## config.mk

```make
export PLATFORM = sky130hd
export DESIGN_NAME = im_loader
export DESIGN_NICKNAME = d
export VERILOG_FILES = /design/src/rtl/im_loader.sv
export SDC_FILE = /design/constraint.sdc
export NUM_CORES = 1
export LEC_CHECK = 0
export CAP_MARGIN = 20
export CORE_AREA = 2 2 125 78
export DETAILED_ROUTE_END_ITERATION = 16
export DIE_AREA = 0 0 127 80
export GPL_TIMING_DRIVEN = 0
export PLACE_DENSITY_LB_ADDON = 0.12
export SYNTH_ARGS = -nofsm -noshare
export SYNTH_HDL_FRONTEND = slang
export SYNTH_SLANG_ARGS = --single-unit
export TNS_END_PERCENT = 10
```

## constraint.sdc

```tcl
create_clock -name clk -period 2.07 [get_ports clk]
set_input_delay 0.414 -clock clk [delete_from_list [all_inputs] [get_ports clk]]
set_output_delay 0.414 -clock clk [all_outputs]
set_load 0.02 [all_outputs]
```

## src/rtl/im_loader.sv

```systemverilog
// Boot loader: assembles a little-endian byte stream into 32-bit instruction-memory writes,
// verifies a trailing XOR checksum and keeps the CPU stalled until a clean load finishes.
module im_loader #(
   parameter int ADDR_W    = 10,
   parameter int MAX_WORDS = 254,
   parameter int CNT_W     = 8
) (
   input  logic              clk,
   input  logic              rst,
   input  logic              start,
   input  logic [CNT_W-1:0]  len_in,
   input  logic              byte_valid,
   input  logic [7:0]        byte_data,
   output logic              byte_ready,
   output logic              im_we,
   output logic [ADDR_W-1:0] im_waddr,
   output logic [31:0]       im_wdata,
   output logic              busy,
   output logic              done,
   output logic              err,
   output logic              cpu_hold,
   output logic [2:0]        o_dbg_state
);

   // Handshake: a byte moves on a rising edge where byte_valid && byte_ready; the producer
   // must hold byte_data stable while byte_valid is high and byte_ready is low.
   typedef enum logic [2:0] {
      S_IDLE  = 3'd0,
      S_RECV  = 3'd1,
      S_WRITE = 3'd2,
      S_CHECK = 3'd3,
      S_DONE  = 3'd4
   } state_t;

   state_t            r_state;
   logic [CNT_W-1:0]  r_len;
   logic [CNT_W-1:0]  r_word_idx;
   logic [1:0]        r_byte_cnt;
   logic [7:0]        r_chk;
   logic [23:0]       r_asm;

   logic              w_xfer;
   logic              w_len_bad;
   logic              w_last_word;
   logic [ADDR_W-1:0] w_waddr;

   assign w_xfer      = byte_valid && byte_ready;
   assign w_len_bad   = (len_in > CNT_W'(MAX_WORDS));
   assign w_last_word = (r_word_idx == (r_len - CNT_W'(1)));
   assign w_waddr     = ADDR_W'({r_word_idx, 2'b00});
   assign o_dbg_state = r_state;

   always_ff @(posedge clk) begin
      if (rst) begin
         r_state    <= S_IDLE;
         r_len      <= '0;
         r_word_idx <= '0;
         r_byte_cnt <= '0;
         r_chk      <= '0;
         r_asm      <= '0;
         byte_ready <= 1'b0;
         im_we      <= 1'b0;
         im_waddr   <= '0;
         im_wdata   <= '0;
         busy       <= 1'b0;
         done       <= 1'b0;
         err        <= 1'b0;
         cpu_hold   <= 1'b1;
      end else begin
         im_we <= 1'b0;
         case (r_state)
            S_IDLE, S_DONE: begin
               if (start) begin
                  r_len      <= len_in;
                  r_word_idx <= '0;
                  r_byte_cnt <= '0;
                  r_chk      <= '0;
                  cpu_hold   <= 1'b1;
                  if (w_len_bad) begin
                     r_state    <= S_DONE;
                     done       <= 1'b1;
                     err        <= 1'b1;
                     busy       <= 1'b0;
                     byte_ready <= 1'b0;
                  end else begin
                     r_state    <= (len_in == '0) ? S_CHECK : S_RECV;
                     done       <= 1'b0;
                     err        <= 1'b0;
                     busy       <= 1'b1;
                     byte_ready <= 1'b1;
                  end
               end
            end

            S_RECV: begin
               if (w_xfer) begin
                  r_chk      <= r_chk ^ byte_data;
                  r_byte_cnt <= r_byte_cnt + 2'd1;
                  case (r_byte_cnt)
                     2'd0: r_asm[7:0]   <= byte_data;
                     2'd1: r_asm[15:8]  <= byte_data;
                     2'd2: r_asm[23:16] <= byte_data;
                     default: begin
                        // Fourth byte completes the word; the strobe lands in WRITE.
                        im_we      <= 1'b1;
                        im_waddr   <= w_waddr;
                        im_wdata   <= {byte_data, r_asm};
                        byte_ready <= 1'b0;
                        r_state    <= S_WRITE;
                     end
                  endcase
               end
            end

            S_WRITE: begin
               byte_ready <= 1'b1;
               if (w_last_word) begin
                  r_state <= S_CHECK;
               end else begin
                  r_word_idx <= r_word_idx + CNT_W'(1);
                  r_state    <= S_RECV;
               end
            end

            S_CHECK: begin
               if (w_xfer) begin
                  r_state    <= S_DONE;
                  done       <= 1'b1;
                  busy       <= 1'b0;
                  byte_ready <= 1'b0;
                  err        <= (byte_data != r_chk);
                  cpu_hold   <= (byte_data != r_chk);
               end
            end

            default: begin
               r_state    <= S_IDLE;
               byte_ready <= 1'b0;
               busy       <= 1'b0;
            end
         endcase
      end
   end

endmodule

```

* Word level (Yosys, flattened, before mapping)
Index checks and enable logic that the tools add are counted.
Word-level totals: bits of input ports 20, word-level logic and storage cells 91, bits in latches 0, bits in registers 99, bits in writable memories 0, output and inout port bits 51, memories kept 0, ROM bits 0
Cells by class: muxes and demuxes 32, order comparisons 1, reduce and logical (&&, ||, !) cells 21, equal/unequal tests 13, $mul 0, add/sub/neg operators 3, bitwise gates (word level) 5, div/mod/pow operators 0, shifts and indexed selects 0
Operators with widths (number):
- $pmux W8 S2 | 2
- $mux W8 | 3
- $reduce_and A3 Y1 | 8
- $mux W3 | 5
- $pmux W3 S4 | 1
- $mux W1 | 11
- $ne A2 B2 Y1 const B | 5
- $add A8 B1 Y8 const B | 1
- $eq A8 B8 Y1 | 1
- $gt A8 B8 Y1 const B | 1
- $logic_not A8 Y1 | 1
- $mux W2 | 4
- $ne A8 B8 Y1 | 1
- $sub A8 B1 Y8 const B | 1
- $xor A8 B8 Y8 | 1
- $eq A3 B2 Y1 const B | 2
- $pmux W1 S2 | 3
- $reduce_bool A2 Y1 | 3
- $reduce_or A3 Y1 | 2
- $not A1 Y1 | 4
- $pmux W1 S4 | 1
- $pmux W2 S2 | 1
- $reduce_and A4 Y1 | 1
- $reduce_or A2 Y1 | 2
- 10 further kinds | 10

* Longest topological paths before layout
word-level depth 5, mapped depth 9, depth with buffers taken out 8

* Least setup slack after synthesis
Ideal clock, no wire load.
path kind reg2reg, start register r_len[0], end register r_word_idx[1], slack 146 ps, data arrival time 1854 ps, period minus slack after synthesis 1924 ps, path buffers 1, setup time 70 ps, required time 2000 ps, cell stages (with the launch flop) 10, cell sequence dfxtp_1 > inv_1 > ha_1 > xnor2_1 > nor4_1 > nand4_1 > a211oi_2 > buf_4 > o21ai_0 > a21oi_1
Between the ends: longest elaborated chain between the ends 4
RTL lines:
- start, declared | line 36 | logic [CNT_W-1:0] r_len;
- start signal, assigned | line 74 | r_len <= len_in;
- $sub A8 B1 Y8 | line 49 | assign w_last_word = (r_word_idx == (r_len - CNT_W'(1)));
- $eq A8 B8 Y1 | line 49
- $ne A2 B2 Y1 (no line)
- $reduce_and A3 Y1 (no line)
- end signal, assigned | line 120 | r_word_idx <= r_word_idx + CNT_W'(1);
- end, declared | line 37 | logic [CNT_W-1:0] r_word_idx;
No other way between the ends. A chain may end at the register's enable or synchronous reset.

* Final worst setup path
start register r_len[4], end register r_word_idx[4]
Same word-level chain as after synthesis.

==> results.ini <==
[power]
p_per_area_nw_per_um2 = 760.1
finalPower_mw = 4.144
swShare = 0.2421
p_leak_nw = 1.821
ir_worst_vdd_uv = 489.7
pwr-share-seq = 0.475
intPower_mw = 3.141
power_frac_comb = 0.095
power_frac_clock = 0.431
p_sw_mw = 1.003

[die]
placementRows = 27
fp.dieW_um = 127
die_area_um2 = 10160
start_util = 0.4703
die-height_um = 80
coreArea_um2 = 8986
io_pins = 71

[cts]
cts.htree.levels = 3
clk_pin_slew_ns = 0.07
cts_root_buf = clkbuf_16
postCtsHoldBufs = 0
clock_sinks = 99
clockBufferDepth = 2
cts_buffers = 9
clk_latency_ns = 0.34
cts_tree = built

[layout]
nNetsFinal = 644
final_common_cell = nand2_1
utilization = 0.6067
drive_above_1_share = 0.1027
fin_cells = 739
insertedDiodeCount = 0
layout_common_cells = 135 x nand2_1, 95 x a21oi_1, 95 x dfxtp_1, 61 x clkdlybuf4s50_1, 29 x nand3_1
syn_to_final_growth_pct = 28.98

[worst_setup_path]
worstPathRequired_ns = 2.35
endpoint_kind = flop
startpoint_type = flop
arrival_ns = 2.38
critPathKind = reg -> reg
critPathMaxFanout = 7

[route]
ant_nets = 0
wire_per_inst_um = 15.61
wl_met2_um = 4649
top_layer = met4
routed_wl_um = 11530
initialDrtViolationCount = 352
drt-vias-per-instance = 5.447
vias = 4025
dr.pass1.iters = 5
wl_met1_um = 5891
wl_met3_um = 857
drc = 0

[min_path]
min_path_type = in -> reg

[synth]
synth-edff-count = 0
synthFlopType = dfxtp_1
synth_top_family_by_area = simple AND/OR/NAND/NOR gates
ys.warnings.count = 0
synthCells = 540
synthArstFlopShare = 0
synth-simple-area-share = 0.2570
yosysSeqAreaShare = 0.4689
synthesis.area_um2 = 4227
synth_mux_area_frac = 0
synth_area_per_cell_um2 = 7.827
ys_types = 48
synth_compound_area_frac = 0.1717
synth-adder-area-share = 0.01776
ys_seq_elements = 99
synth_xor_xnor_area_share = 0.03523

[timing]
final_hold_viol_count = 0
rsz0062_at_grt = yes
setup_tns_ns = -0.1728
worst_slack_ns = -0.03277
setup_viol = 7
period_share = 1.016
relSlewSlack = 0.5861
worst_slew_pin_slew_ns = 0.6209
slew_violations = 0
fin_skew_ns = 0.005773
min_period_ns = 2.103
fmax_ghz = 0.4756

[global_route]
grt_max_degree = 17
grt_antenna_before_repair = 0
track_usage = 0.2329
grt_pass1_wl_um = 18360
grt-ovfl-total = 0
grt_pass1_vias = 3593

[placement]
place_hpwl_um = 8390
place_inst = 719
globalplace.congestion = 0.8938
port_buffers = 62

[run_status]
status = complete, but fails checks
violations = setup timing

[run]
drv_cap = 0

[cell families after synthesis]
logic type	count (synthesis)
AND/OR/NAND/NOR	237
other	1
buffers and inverters	46
XOR/XNOR	17
AO/OA/AOI/OAI	134
flip-flops	99
adder cells (fa/ha/maj)	6
[power by group through the flow]
stage	combinational (mW)	clock, mW	sequential (mW)
after global placement	0.349	0	2.01
after CTS	0.381	1.81	1.97
final	0.392	1.78	1.97
after floorplan	0.225	0	2.01
after global routing	0.425	1.89	1.97
after detailed placement	0.357	0	2.01
[cell usage after synthesis (all sizes together), types with 8 or more instances]
master / n / area, µm²
o21ai: 20 / 100.1
clkbuf: 29 / 108.9
a21oi: 96 / 480.5
dfxtp: 99 / 1982
buf: 10 / 63.81
nand2: 135 / 506.7
nor2: 24 / 92.59
xnor2: 11 / 96.34
nand3: 29 / 145.1
or3: 8 / 57.55
[final cells by class]
cell class / instances / area, µm²
Fill cell: 816 / 3535
Multi-Input combinational cell: 396 / 2103
Sequential cell: 99 / 1987
Timing Repair Buffer: 67 / 680.7
Clock buffer: 9 / 225.2
Buffer: 39 / 195.2
Tap cell: 116 / 145.1
Clock inverter: 7 / 92.59
Inverter: 6 / 22.52
[final timing paths]
path	start	to	slack [ns]	cells after the start
setup / recovery	r_len[4]	r_word_idx[4]	-0.03	7
hold / removal	byte_data[2]	im_wdata[26]	0.42	3
setup reg to reg	r_len[4]	r_word_idx[4]	-0.03	7
hold reg to reg	im_wdata[18]	im_wdata[18]	0.45	2
[routing by layer]
metal	track usage	vias up
met4	0.05824	0
met5	0	-
met2	0.3231	159
met1	0.3542	1872
li1	-	1982
met3	0.06032	12
[repair_timing]
action                     in CTS  in global routing
gates cloned                    1                  0
resized for setup              22                 13
setup endpoints to repair      83                 86
setup buffers                   4                  0
pin swaps                      12                  3
[registers in the layout, indices dropped and copies added, names as in the netlist]
name	flops
busy	1
byte_ready	1
cpu_hold	1
done	1
err	1
im_waddr	8
im_wdata	32
im_we	1
o_dbg_state	3
r_asm	24
r_byte_cnt	2
r_chk	8
r_len	8
r_word_idx	8
[stage by stage]
stage / worst slack [ns] / area (µm²) / hold WS, ns
2_1_floorplan: 0.1463 / 4230 / 0.4321
3_3_place_gp: -0.4656 / 4996 / 0.4411
3_5_place_dp: -0.4863 / 4996 / 0.4473
4_1_cts: -0.003532 / 5433 / 0.4157
5_1_grt: -0.1022 / 5451 / 0.4298
6_report: -0.03277 / 5451 / 0.4242
[worst max-delay path, cell delays in order, from the launching register on]
cell and delay (ns):
dfxtp_1 0.51, nor3_4 0.08, and4_2 0.24, a311oi_2 0.34, a211oi_4 0.13, buf_6 0.15, or3_2 0.44, a21oi_1 0.14
(Power assumes the default switching activity.)
